### src/rtl/input_conditioner.sv
// input_conditioner: per-bit debounce filter, edge detector and sticky
// interrupt-pending latch for synchronized GPIO/button inputs.
// Optional macro INPUT_COND_BYPASS_EN adds bypass_i. Bits selected by bypass_i
// follow sync_i every cycle while edge and pending logic keep running.
module input_conditioner #(
    parameter int unsigned      Width      = 8,
    parameter int unsigned      CntWidth   = 16,
    parameter logic [Width-1:0] ResetValue = '0
) (
    input  logic                clk_i,
    input  logic                rst_i,
    input  logic [Width-1:0]    sync_i,
    input  logic [CntWidth-1:0] debounce_cyc_i,
    input  logic [Width-1:0]    irq_en_rise_i,
    input  logic [Width-1:0]    irq_en_fall_i,
    input  logic [Width-1:0]    irq_clr_i,
`ifdef INPUT_COND_BYPASS_EN
    input  logic [Width-1:0]    bypass_i,
`endif
    output logic [Width-1:0]    filt_o,
    output logic [Width-1:0]    rise_o,
    output logic [Width-1:0]    fall_o,
    output logic [Width-1:0]    irq_pend_o,
    output logic                irq_o
);

    logic [CntWidth-1:0] cnt_q [Width];
    logic [Width-1:0]    bypass;
    logic [Width-1:0]    differ;
    logic [Width-1:0]    expired;
    logic [Width-1:0]    take;
    logic [Width-1:0]    set;

`ifdef INPUT_COND_BYPASS_EN
    assign bypass = bypass_i;
`else
    assign bypass = '0;
`endif

    assign differ = sync_i ^ filt_o;
    assign take   = differ & (expired | bypass);
    assign set    = (rise_o & irq_en_rise_i) | (fall_o & irq_en_fall_i);

    // Threshold compare per bit; >= so a lowered threshold fires immediately.
    always_comb begin
        expired = '0;
        for (int b = 0; b < Width; b++) begin
            expired[b] = (cnt_q[b] >= debounce_cyc_i);
        end
    end

    // Debounce counters: clear on agreement, on acceptance, or in bypass.
    always_ff @(posedge clk_i or posedge rst_i) begin
        if (rst_i) begin
            for (int b = 0; b < Width; b++) begin
                cnt_q[b] <= '0;
            end
        end else begin
            for (int b = 0; b < Width; b++) begin
                if (bypass[b] || !differ[b] || expired[b]) begin
                    cnt_q[b] <= '0;
                end else begin
                    cnt_q[b] <= cnt_q[b] + CntWidth'(1);
                end
            end
        end
    end

    // Filtered level and edge pulses, updated together on acceptance.
    always_ff @(posedge clk_i or posedge rst_i) begin
        if (rst_i) begin
            filt_o <= ResetValue;
            rise_o <= '0;
            fall_o <= '0;
        end else begin
            filt_o <= (filt_o & ~take) | (sync_i & take);
            rise_o <= take & sync_i;
            fall_o <= take & ~sync_i;
        end
    end

    // Sticky pending bits; a new set beats a simultaneous clear.
    always_ff @(posedge clk_i or posedge rst_i) begin
        if (rst_i) begin
            irq_pend_o <= '0;
        end else begin
            irq_pend_o <= set | (irq_pend_o & ~irq_clr_i);
        end
    end

    assign irq_o = |irq_pend_o;

endmodule

### config.mk
export PLATFORM = sky130hd
export DESIGN_NAME = input_conditioner
export DESIGN_NICKNAME = d
export VERILOG_FILES = /design/src/rtl/input_conditioner.sv
export SDC_FILE = /design/constraint.sdc
export NUM_CORES = 1
export LEC_CHECK = 0
export CAP_MARGIN = 20
export CORE_MARGIN = 3
export CORE_UTILIZATION = 40
export CTS_CLUSTER_SIZE = 28
export DETAILED_ROUTE_END_ITERATION = 10
export PLACE_DENSITY_LB_ADDON = 0.2
export SYNTH_ARGS = -nofsm -noshare
export SYNTH_HDL_FRONTEND = slang
export SYNTH_SLANG_ARGS = --single-unit
### constraint.sdc
create_clock -name clk_i -period 5.6 [get_ports clk_i]
set_input_delay 0.84 -clock clk_i [delete_from_list [all_inputs] [get_ports clk_i]]
set_output_delay 0.84 -clock clk_i [all_outputs]
set_load 0.1 [all_outputs]
# Word level (Yosys, flattened, before mapping)
# Cells that the tools add are included.
# W data, S select, Z words.
[word_totals]
regBits = 160
inputBits = 50
out_inout_bits = 33
[op_classes]
add_sub_neg = 8
magnitude_cmp = 8
muxes = 8
bitwise_logic = 14
reduce_logical = 17
[op_table]
columns = ["op", "count"]
rows = [
  ["$add A16 B1 Y16 const B", 8],
  ["$ge A16 B16 Y1", 8],
  ["$mux W16", 8],
  ["$and A8 B8 Y8", 7],
  ["$not A8 Y8", 3],
  ["$or A8 B8 Y8", 3],
  ["$logic_not A1 Y1", 8],
  ["$logic_or A1 B1 Y1", 8],
  ["$reduce_or A8 Y1", 1],
  ["$xor A8 B8 Y8", 1],
]

# Logic depth before layout (Yosys ltp)
# Gate-level depths: netlist (run 1).
[logic_depth]
ltp_word = 5
depth_mapped = 9

# Least setup slack after synthesis (run 1)
# OpenSTA, ideal clock, no wires.
[synth_path]
kind = "input -> register"
start = "input port debounce_cyc_i[7]"
end = "register cnt_q[27] in the netlist's numbering"
setup_time_ps = 70
arrival_time_ps = 2717
required_time_ps = 5530
path_slack_ps = 2813
path_stages = 9
path_buffers = 2
path_cell_list = "inv_1 ha_1 and3_4 a221oi_2 o21ai_1 or4b_1 buf_2 buf_12 nor2_4"
[synth_via]
elab_chain_cells = 3
[synth_rtl]
columns = ["element", "line", "text"]
rows = [
  ["start, declared", "13", "input logic [CntWidth-1:0] debounce_cyc_i,"],
  ["$ge A16 B16 Y1", "48", "expired[b] = (cnt_q[b] >= debounce_cyc_i);"],
  ["$logic_or A1 B1 Y1", "60", "if (bypass[b] || !differ[b] || expired[b]) begin"],
  ["$mux W16", "60", ""],
  ["end signal, assigned by index", "63", "cnt_q[b] <= cnt_q[b] + CntWidth'(1);"],
  ["end, declared", "27", "logic [CntWidth-1:0] cnt_q [Width];"],
]
# No other way between the ends.

# Worst setup path in the final report (run 1)
[layout_path]
start = "register irq_pend_o[2]"
end = "output port irq_o"
[layout_via]
elab_chain_cells = 1
[layout_rtl]
columns = ["element", "line", "text"]
rows = [
  ["start, declared", "23", "output logic [Width-1:0] irq_pend_o,"],
  ["start signal, assigned", "87", "irq_pend_o <= set | (irq_pend_o & ~irq_clr_i);"],
  ["$reduce_or A8 Y1", "91", "assign irq_o = |irq_pend_o;"],
  ["end, declared", "24", "output logic irq_o"],
]
# No other way between the ends.

==> results of run 1 <==
-- synthesized netlist by cell type (all sizes together), types with 3 or more instances --
cell type / n / area share [%]
a2111oi: 5 / 0.66
and3b: 10 / 0.87
a21oi: 39 / 1.9
o211ai: 5 / 0.37
mux2: 8 / 0.90
o21ai: 28 / 1.4
inv: 51 / 1.9
and3: 18 / 1.2
a22oi: 12 / 0.90
nand4: 32 / 2.0
a21o: 4 / 0.30
or4: 3 / 0.22
nand2: 68 / 2.5
o21a: 3 / 0.22
nor3: 37 / 1.8
o311ai: 3 / 0.26
nand2b: 5 / 0.39
buf: 7 / 0.85
nor4: 6 / 0.37
nand3: 54 / 2.7
or3: 4 / 0.25
clkbuf: 6 / 0.22
a221oi: 3 / 0.45
a211oi: 5 / 0.37
nor2: 144 / 7.3
dfrtp: 160 / 40
xnor2: 47 / 4.1
ha: 136 / 17
xor2: 72 / 6.3
nor3b: 9 / 0.67
and4: 8 / 0.70
-- worst max path at each step --
stage,depth (start not counted),slack [ns],to
2_1_floorplan,1,0.44,asynchronous set/reset pin
5_1_grt,7,1.81,flip-flop
6_report,3,1.88,irq_o
3_5_place_dp,7,1.57,flip-flop
4_1_cts,3,1.93,irq_o
3_3_place_gp,7,1.56,flip-flop
-- logic make-up after synthesis --
logic type,count (synthesis),synth area share [%]
AOI/OAI and AO/OA,113,7.35
DFF,160,39.9
buffers and inverters,64,2.98
adders and majority gates,136,16.9
xor gates and xnor gates,119,10.4
muxes,8,0.897
and+or+nand+nor,406,21.6
-- critical path: stages (launching register included) --
cell             delay (ns)
dfrtp_1                0.40
nor4_1                 0.94
nand2_1                0.09
clkdlybuf4s50_1        1.02
-- flip-flops by register name, indices dropped and copies added (netlist names), named ones only --
signal / count
cnt_q: 128
fall_o: 8
irq_pend_o: 8
rise_o: 8
-- layout make-up --
type	instances	area, µm²	area share [%]
Multi-Input combinational cell	782	5740	48.7
Sequential cell	160	4000	34.0
Timing Repair Buffer	86	871	7.39
Clock buffer	21	460	3.91
Tap cell	324	405	3.44
Inverter	51	196	1.67
Clock inverter	11	108	0.913
-- per-stage QoR --
step	hold WS [ns]	instances
after floorplan	0.446	1006
after global placement	0.471	1402
after detailed placement	0.476	1402
after CTS	0.484	1434
after global routing	0.517	1435
final	0.478	1435
-- power by group --
group          total, mW  internal, mW  switching, mW
Combinational      0.634         0.236          0.399
Clock               1.14         0.638          0.501
Sequential          1.33          1.23          0.104
Total               3.10          2.10           1.00
-- metal layers --
layer / wire, µm / track usage, %
met5: 0 / 0
met4: 487 / 6.29
met3: 1140 / 3.31
met2: 10100 / 28.6
met1: 11500 / 25.0
==> metrics.csv, run 1 <==
metric,value,unit
clk_latency,0.44,ns
synth.net_count,1192,
core-area,24500,µm²
required,4.76,ns
die_area,27000,µm²
rows,57,
area_growth,17.3,%
antenna_cells,0,
gp_congestion,0.804,
crit_fanout,3,
fin_nets,1284,
grt_antenna_before_repair,0,
syn_inst,1006,
ant_nets,0,
grt_usage,18.1,%
grt_pass1_vias,7300,
root_buffer,clkbuf_16,
slew_viol_final,0,
period_minus_slack,3.72,ns
io_buffers,82,
final_core_util,48.0,%
crit_path_start,irq_pend_o[2]$_DFF_PP0_,
outcome,completed,
tns,0,ns
r2r_end,cnt_q[80]$_DFF_PP0_,
ys.flop_type,dfrtp_1,
drt_iter0_markers,302,
final_cell_mix,"dfrtp_1 (160), ha_1 (136), nor2_1 (114), clkdlybuf4s50_1 (82), xor2_1 (72)",
max-vdd-ir-drop,0.161,mV
rr_worst_depth,7,
via_per_inst,5.19,
hold_path_end,cnt_q[32]$_DFF_PP0_,
crit_arrival,2.88,ns
cts_tree,yes,
fillers,2323,
first_pass_iters,5,
post_cts_resized,0,
postCtsSetupBuffers,0,
hp-class,flip-flop to flip-flop,
place_area,11200,µm²
skew,0.0108,ns
grt_overflow,0,
rsz0062_at_grt,no,
worst_slack,1.88,ns
max_slew.worst_pin.slew,1.10,ns
clkTransAtPathRegs,0.06,ns
dp_hpwl,15900,µm
die_w,164,µm
grt_max_degree,97,
r2r-start,cnt_q[80]$_DFF_PP0_,
async_flop_share,100,%
wl_per_cell,16.2,µm
fin_area,11800,µm²
htreeDepth,4,
final_common_cell,dfrtp_1,
dr_total_vias,7451,
drc,0,
leakagePower,5.37,nW
syn_avg_cell_area,9.98,µm²
setup_violations,0,
path_class,flip-flop to output port,
crit_path_start_kind,flip-flop,
fin_crit_sh,66.5,%
p_total,3.10,mW
dieHeight,164,µm
ys_ff_latch,160,
min_from,cnt_q[32]$_DFF_PP0_,
grt_pass1_wl,38000,µm
clock.fmax,269,MHz
syn_area,10000,µm²
hold_violations,0,
preCtsSetupSlack,1.57,ns
totalWireLength,23200,µm
seq_area_frac_synth,39.9,%
hold_depth,1,
io_pins,83,
drive_gt1_share,7.29,%
cts_buffer_depth,2,
synth_edf_count,0,
ys_types,49,
yosysWarnings,0,
clock-sinks,160,
p_per_area,263,nW/µm²
postCtsHoldBufs,0,
worstSetupEndpointType,output port,
start_util,40.9,%
numCtsBuffers,17,
drv_cap,0,
ff2ff_setup_slack,2.77,ns
maxSlewHeadroom,26.3,%
Power figures use the tool's default switching activity.
==> run 2: changes to the inputs <==
==> constraint.sdc (replaced) <==
create_clock -name clk_i -period 3.8 [get_ports clk_i]
set_input_delay 0.57 -clock clk_i [delete_from_list [all_inputs] [get_ports clk_i]]
set_output_delay 0.57 -clock clk_i [all_outputs]
set_load 0.1 [all_outputs]
==> run 2 against run 1 <==
Against the previous run:
- die area unchanged
- wire length up 1.2%
- global-route usage is 0.41 points higher
- cell area rose by 2.1%
- combinational power up 54%
- count of clock-buffer cells in the layout is 1 lower
- final cell count rose by 1.6%
- critical path type is now primary input to flip-flop
- largest power group unchanged
- highest routed layer unchanged
==> metrics.csv, run 2 (synthesized netlist as in run 1, its figures left out) <==
metric,value,unit
outcome,completed,
rows,57,
ant_nets,0,
postCtsSetupBuffers,0,
totalWireLength,23500,µm
r2r_end,cnt_q[73]$_DFF_PP0_,
top_register,cnt_q,
io_buffers,82,
gp_congestion,0.812,
dp_cells,1426,
dr_total_vias,7619,
clkTransAtPathRegs,0.07,ns
dp_hpwl,17200,µm
slew_viol_final,0,
crit_fanout,9,
die_area,27000,µm²
grt_pass1_wl,39400,µm
drc,0,
root_buffer,clkbuf_16,
area_growth,19.8,%
largest_register_ffs,128,
start_util,40.9,%
postCtsHoldBufs,0,
place_area,11400,µm²
max-vdd-ir-drop,0.273,mV
crit_arrival,3.26,ns
die_w,164,µm
hold_violations,0,
maxSlewHeadroom,30.2,%
required,4.15,ns
drt_iter0_markers,325,
holdWs,0.487,ns
final_cell_mix,"dfrtp_1 (160), ha_1 (136), nor2_1 (114), clkdlybuf4s50_1 (81), xor2_1 (72)",
drv_cap,0,
core-area,24500,µm²
grt_overflow,0,
wl_per_cell,16.1,µm
rsz0062_at_grt,no,
path_class,primary input to flip-flop,
htreeDepth,4,
max_slew.worst_pin.slew,1.04,ns
final_common_cell,dfrtp_1,
cts_buffer_depth,2,
dieHeight,164,µm
fin_crit_sh,76.5,%
clock-sinks,160,
fin_nets,1307,
skew,0.0314,ns
numCtsBuffers,17,
tns,0,ns
ff2ff_setup_slack,1.22,ns
p_per_area,399,nW/µm²
post_cts_resized,0,
grt_antenna_before_repair,0,
drive_gt1_share,9.26,%
hp-class,primary input to asynchronous set/reset pin,
grt_usage,18.5,%
period_minus_slack,2.91,ns
preCtsSetupSlack,0.446,ns
grt_pass1_vias,7616,
first_pass_iters,5,
leakagePower,5.52,nW
r2r-start,cnt_q[64]$_DFF_PP0_,
crit_path_start_kind,primary input,
worst_slack,0.892,ns
fin_area,12000,µm²
via_per_inst,5.23,
grt_max_degree,76,
cts_tree,yes,
io_pins,83,
rr_worst_depth,8,
clk_latency,0.45,ns
clock.fmax,344,MHz
layout.cells.non_filler,1458,
setup_violations,0,
worstSetupEndpointType,flip-flop,
antenna_cells,0,
==> run 2: cell types whose count changed in the layout (fill, tap and decap cells not counted) <==
cell,change
clkinv_4,+2
buf_16,-1
bufinv_16,+3
buf_4,+22
clkdlybuf4s50_1,-1
inv_6,-2
buf_12,+3
clkinvlp_4,-2
clkbuf_8,-1
==> run 2: layout make-up <==
type / instances / area [µm²]
fillers: 2289 / 12500
multi-input cells: 782 / 5740
flip-flops and latches: 160 / 4000
repair buffers: 109 / 1060
clock buffers: 20 / 447
well taps: 324 / 405
inverters: 51 / 195
clock inverters: 12 / 184
==> run 2: critical path: stages <==
cell	delay, ns
clkdlybuf4s50_1	0.69
ha_1	0.30
nand2b_1	0.14
a2111oi_1	0.41
nor3_1	0.11
or4_1	0.70
buf_12	0.25
nor2_4	0.10
==> run 2: layer usage <==
layer / track usage [%] / vias up / wire (µm)
met5: 0 / - / 0
met4: 5.76 / 0 / 411
met3: 3.44 / 22 / 1070
met2: 30.0 / 151 / 10800
met1: 25.2 / 3666 / 11200
li1: - / 3780 / -
==> run 2: worst max-delay path by stage <==
stage,slack [ns],cells after the start,start,endpoint
2_1_floorplan,1.20,1,rst_i,asynchronous set/reset pin
3_3_place_gp,0.47,8,debounce_cyc_i[0],cnt_q[79]$_DFF_PP0_
3_5_place_dp,0.45,8,debounce_cyc_i[0],cnt_q[79]$_DFF_PP0_
4_1_cts,0.88,8,debounce_cyc_i[0],cnt_q[79]$_DFF_PP0_
5_1_grt,0.70,8,debounce_cyc_i[0],cnt_q[79]$_DFF_PP0_
6_report,0.89,8,debounce_cyc_i[0],cnt_q[73]$_DFF_PP0_
==> run 2: metrics by stage <==
stage               utilization (%)  power [mW]
finish                         49.1        4.80
global route                   49.1        5.06
CTS                            49.1        4.86
detailed placement             46.5        2.98
global placement               46.5        2.97
floorplan                         -        2.67
==> run 2: report_power, final <==
group / leakage [nW] / switching [mW] / internal, mW
Combinational: 3.01 / 0.595 / 0.383
Sequential: 2.21 / 0.151 / 1.81
Clock: 0.301 / 0.740 / 1.12
Total: 5.52 / 1.49 / 3.31
==> run 3: changes to the inputs <==
==> constraint.sdc (replaced) <==
create_clock -name clk_i -period 2.55 [get_ports clk_i]
set_input_delay 0.3825 -clock clk_i [delete_from_list [all_inputs] [get_ports clk_i]]
set_output_delay 0.3825 -clock clk_i [all_outputs]
set_load 0.1 [all_outputs]
==> run 3 against run 2 <==
Against the previous run:
- utilization grew 2.1 points
- register-to-register slack worse by 1.1 ns
- cell area increased by 4.4%
- global-route usage grew 0.46 points
- clock power is 31% higher
- critical endpoint is now cnt_q[50]$_DFF_PP0_
==> metrics.csv, run 3 (synthesized netlist as in run 1, its figures left out) <==
metric,value,unit
outcome,completed,
rr_worst_depth,9,
leakagePower,5.94,nW
fin_nets,1375,
via_per_inst,5.07,
cpPeakStageDelay,0.55,ns
postCtsSetupBuffers,0,
cts_tree,yes,
fillers,2251,
die_w,164,µm
gp_congestion,0.809,
worst_slack,0.120,ns
path_class,primary input to flip-flop,
grt_usage,19.0,%
grt_antenna_before_repair,0,
crit_arrival,2.79,ns
drt_iter0_markers,322,
crit_path_start_kind,primary input,
first_pass_iters,4,
max-vdd-ir-drop,0.385,mV
final_common_cell,dfrtp_1,
crit_family,buffers and inverters,
top_register,cnt_q,
postCtsHoldBufs,0,
start_util,40.9,%
crit_path_start,debounce_cyc_i[5],
crit_chain,clkdlybuf4s50_1 -> inv_1 -> ha_1 -> a21o_1 -> a221oi_2 -> o22ai_1 -> or4_1 -> buf_4 -> nor2_1,
r2r-start,cnt_q[16]$_DFF_PP0_,
required,2.91,ns
slew_viol_final,0,
clk_latency,0.44,ns
worst-path-buf-inv,3,
skew,0.0124,ns
largest_register_ffs,128,
holdWs,0.395,ns
dieHeight,164,µm
setup_violations,0,
preCtsSetupSlack,-0.490,ns
p_total,6.95,mW
htreeDepth,4,
met2_usage,30.3,%
antenna_cells,0,
period_minus_slack,2.43,ns
maxSlewHeadroom,44.2,%
grt_pass1_vias,7840,
p_per_area,553,nW/µm²
grt_max_degree,45,
dr_total_vias,7730,
met1_usage,26.6,%
rows,57,
wl_per_cell,15.8,µm
area_growth,25.1,%
max_slew.worst_pin.slew,0.829,ns
final_cell_mix,"dfrtp_1 (159), ha_1 (136), nor2_1 (114), buf_4 (113), xor2_1 (72)",
die_area,27000,µm²
hp-class,primary input to asynchronous set/reset pin,
clock.fmax,412,MHz
numCtsBuffers,17,
core-area,24500,µm²
rsz0062_at_grt,no,
drc,0,
clock-sinks,160,
fin_crit_sh,95.3,%
cpMaxStageDelayCell,or4_1,
drv_cap,0,
ff2ff_setup_slack,0.16,ns
io_pins,83,
multiInputGateArea,5770,µm²
clkTransAtPathRegs,0.07,ns
drive_gt1_share,17.7,%
r2r_end,cnt_q[20]$_DFF_PP0_,
totalWireLength,24100,µm
grt_use_met3,3.54,%
hold_violations,0,
ant_nets,0,
root_buffer,clkbuf_16,
cts_buffer_depth,2,
grt_overflow,0,
worstSetupEndpointType,flip-flop,
grt-busiest-layer,met2,
dp_hpwl,18500,µm
crit_fanout,10,
final_core_util,51.2,%
final-seq-area,4010,µm²
grt_pass1_wl,40600,µm
io_buffers,82,
## run 3: cell types whose count changed in the layout (fill, tap and decap cells not counted), sizes merged, moves of 4 or more
cell / change
buf: +100
bufinv: -4
inv: +4
clkdlybuf4s50: -33
## run 3: layout make-up
| type | instances | area share (%) |
|---|---|---|
| Tap cell | 324 | 3.23 |
| Clock inverter | 13 | 0.817 |
| Timing Repair Buffer | 177 | 13.0 |
| Sequential cell | 160 | 31.9 |
| Clock buffer | 19 | 3.61 |
| Multi-Input combinational cell | 782 | 45.9 |
| Inverter | 51 | 1.55 |
## run 3: worst register-to-register path: stages, from the launching register on
cell	delay (ns)
dfrtp_2	0.41
inv_1	0.06
ha_1	0.26
nand2b_4	0.15
a2111oi_4	0.32
a2111oi_1	0.10
buf_4	0.15
or4b_1	0.54
buf_4	0.21
nor2_1	0.11
## run 3: how the worst max path moves through the flow
stage | endpoint | slack [ns] | cells after the start
finish | cnt_q[50]$_DFF_PP0_ | 0.12 | 9
global route | cnt_q[10]$_DFF_PP0_ | 0.005 | 11
CTS | cnt_q[50]$_DFF_PP0_ | 0.06 | 9
detailed placement | flip-flop | -0.49 | 10
global placement | flip-flop | -0.49 | 10
floorplan | asynchronous set/reset pin | 0.14 | 1
## run 3: layer usage
layer,routed length [µm],up-vias
met3,1090,22
li1,-,3917
met2,10800,141
met1,11900,3650
met4,306,0
met5,0,-
## run 3: timing repair
action | 4_1_cts | 5_1_grt
hold endpoints to repair | 0 | 0
gates resized for setup | 1 | 8
cloned | 0 | 0
endpoints found under the setup margin | 1 | 48
## run 3: stage by stage
step,cell area (µm²),setup TNS [ns],std cells
4_1_cts,12500,0,1526
2_1_floorplan,10000,0,1006
3_3_place_gp,12000,-44.22,1494
5_1_grt,12600,0,1526
3_5_place_dp,12000,-47.24,1494
6_report,12600,0,1526
## run 3: where the power goes
part	switching (mW)	internal (mW)	total [mW]
logic	0.919	0.675	1.59
registers	0.230	2.69	2.92
clock network	1.12	1.31	2.43
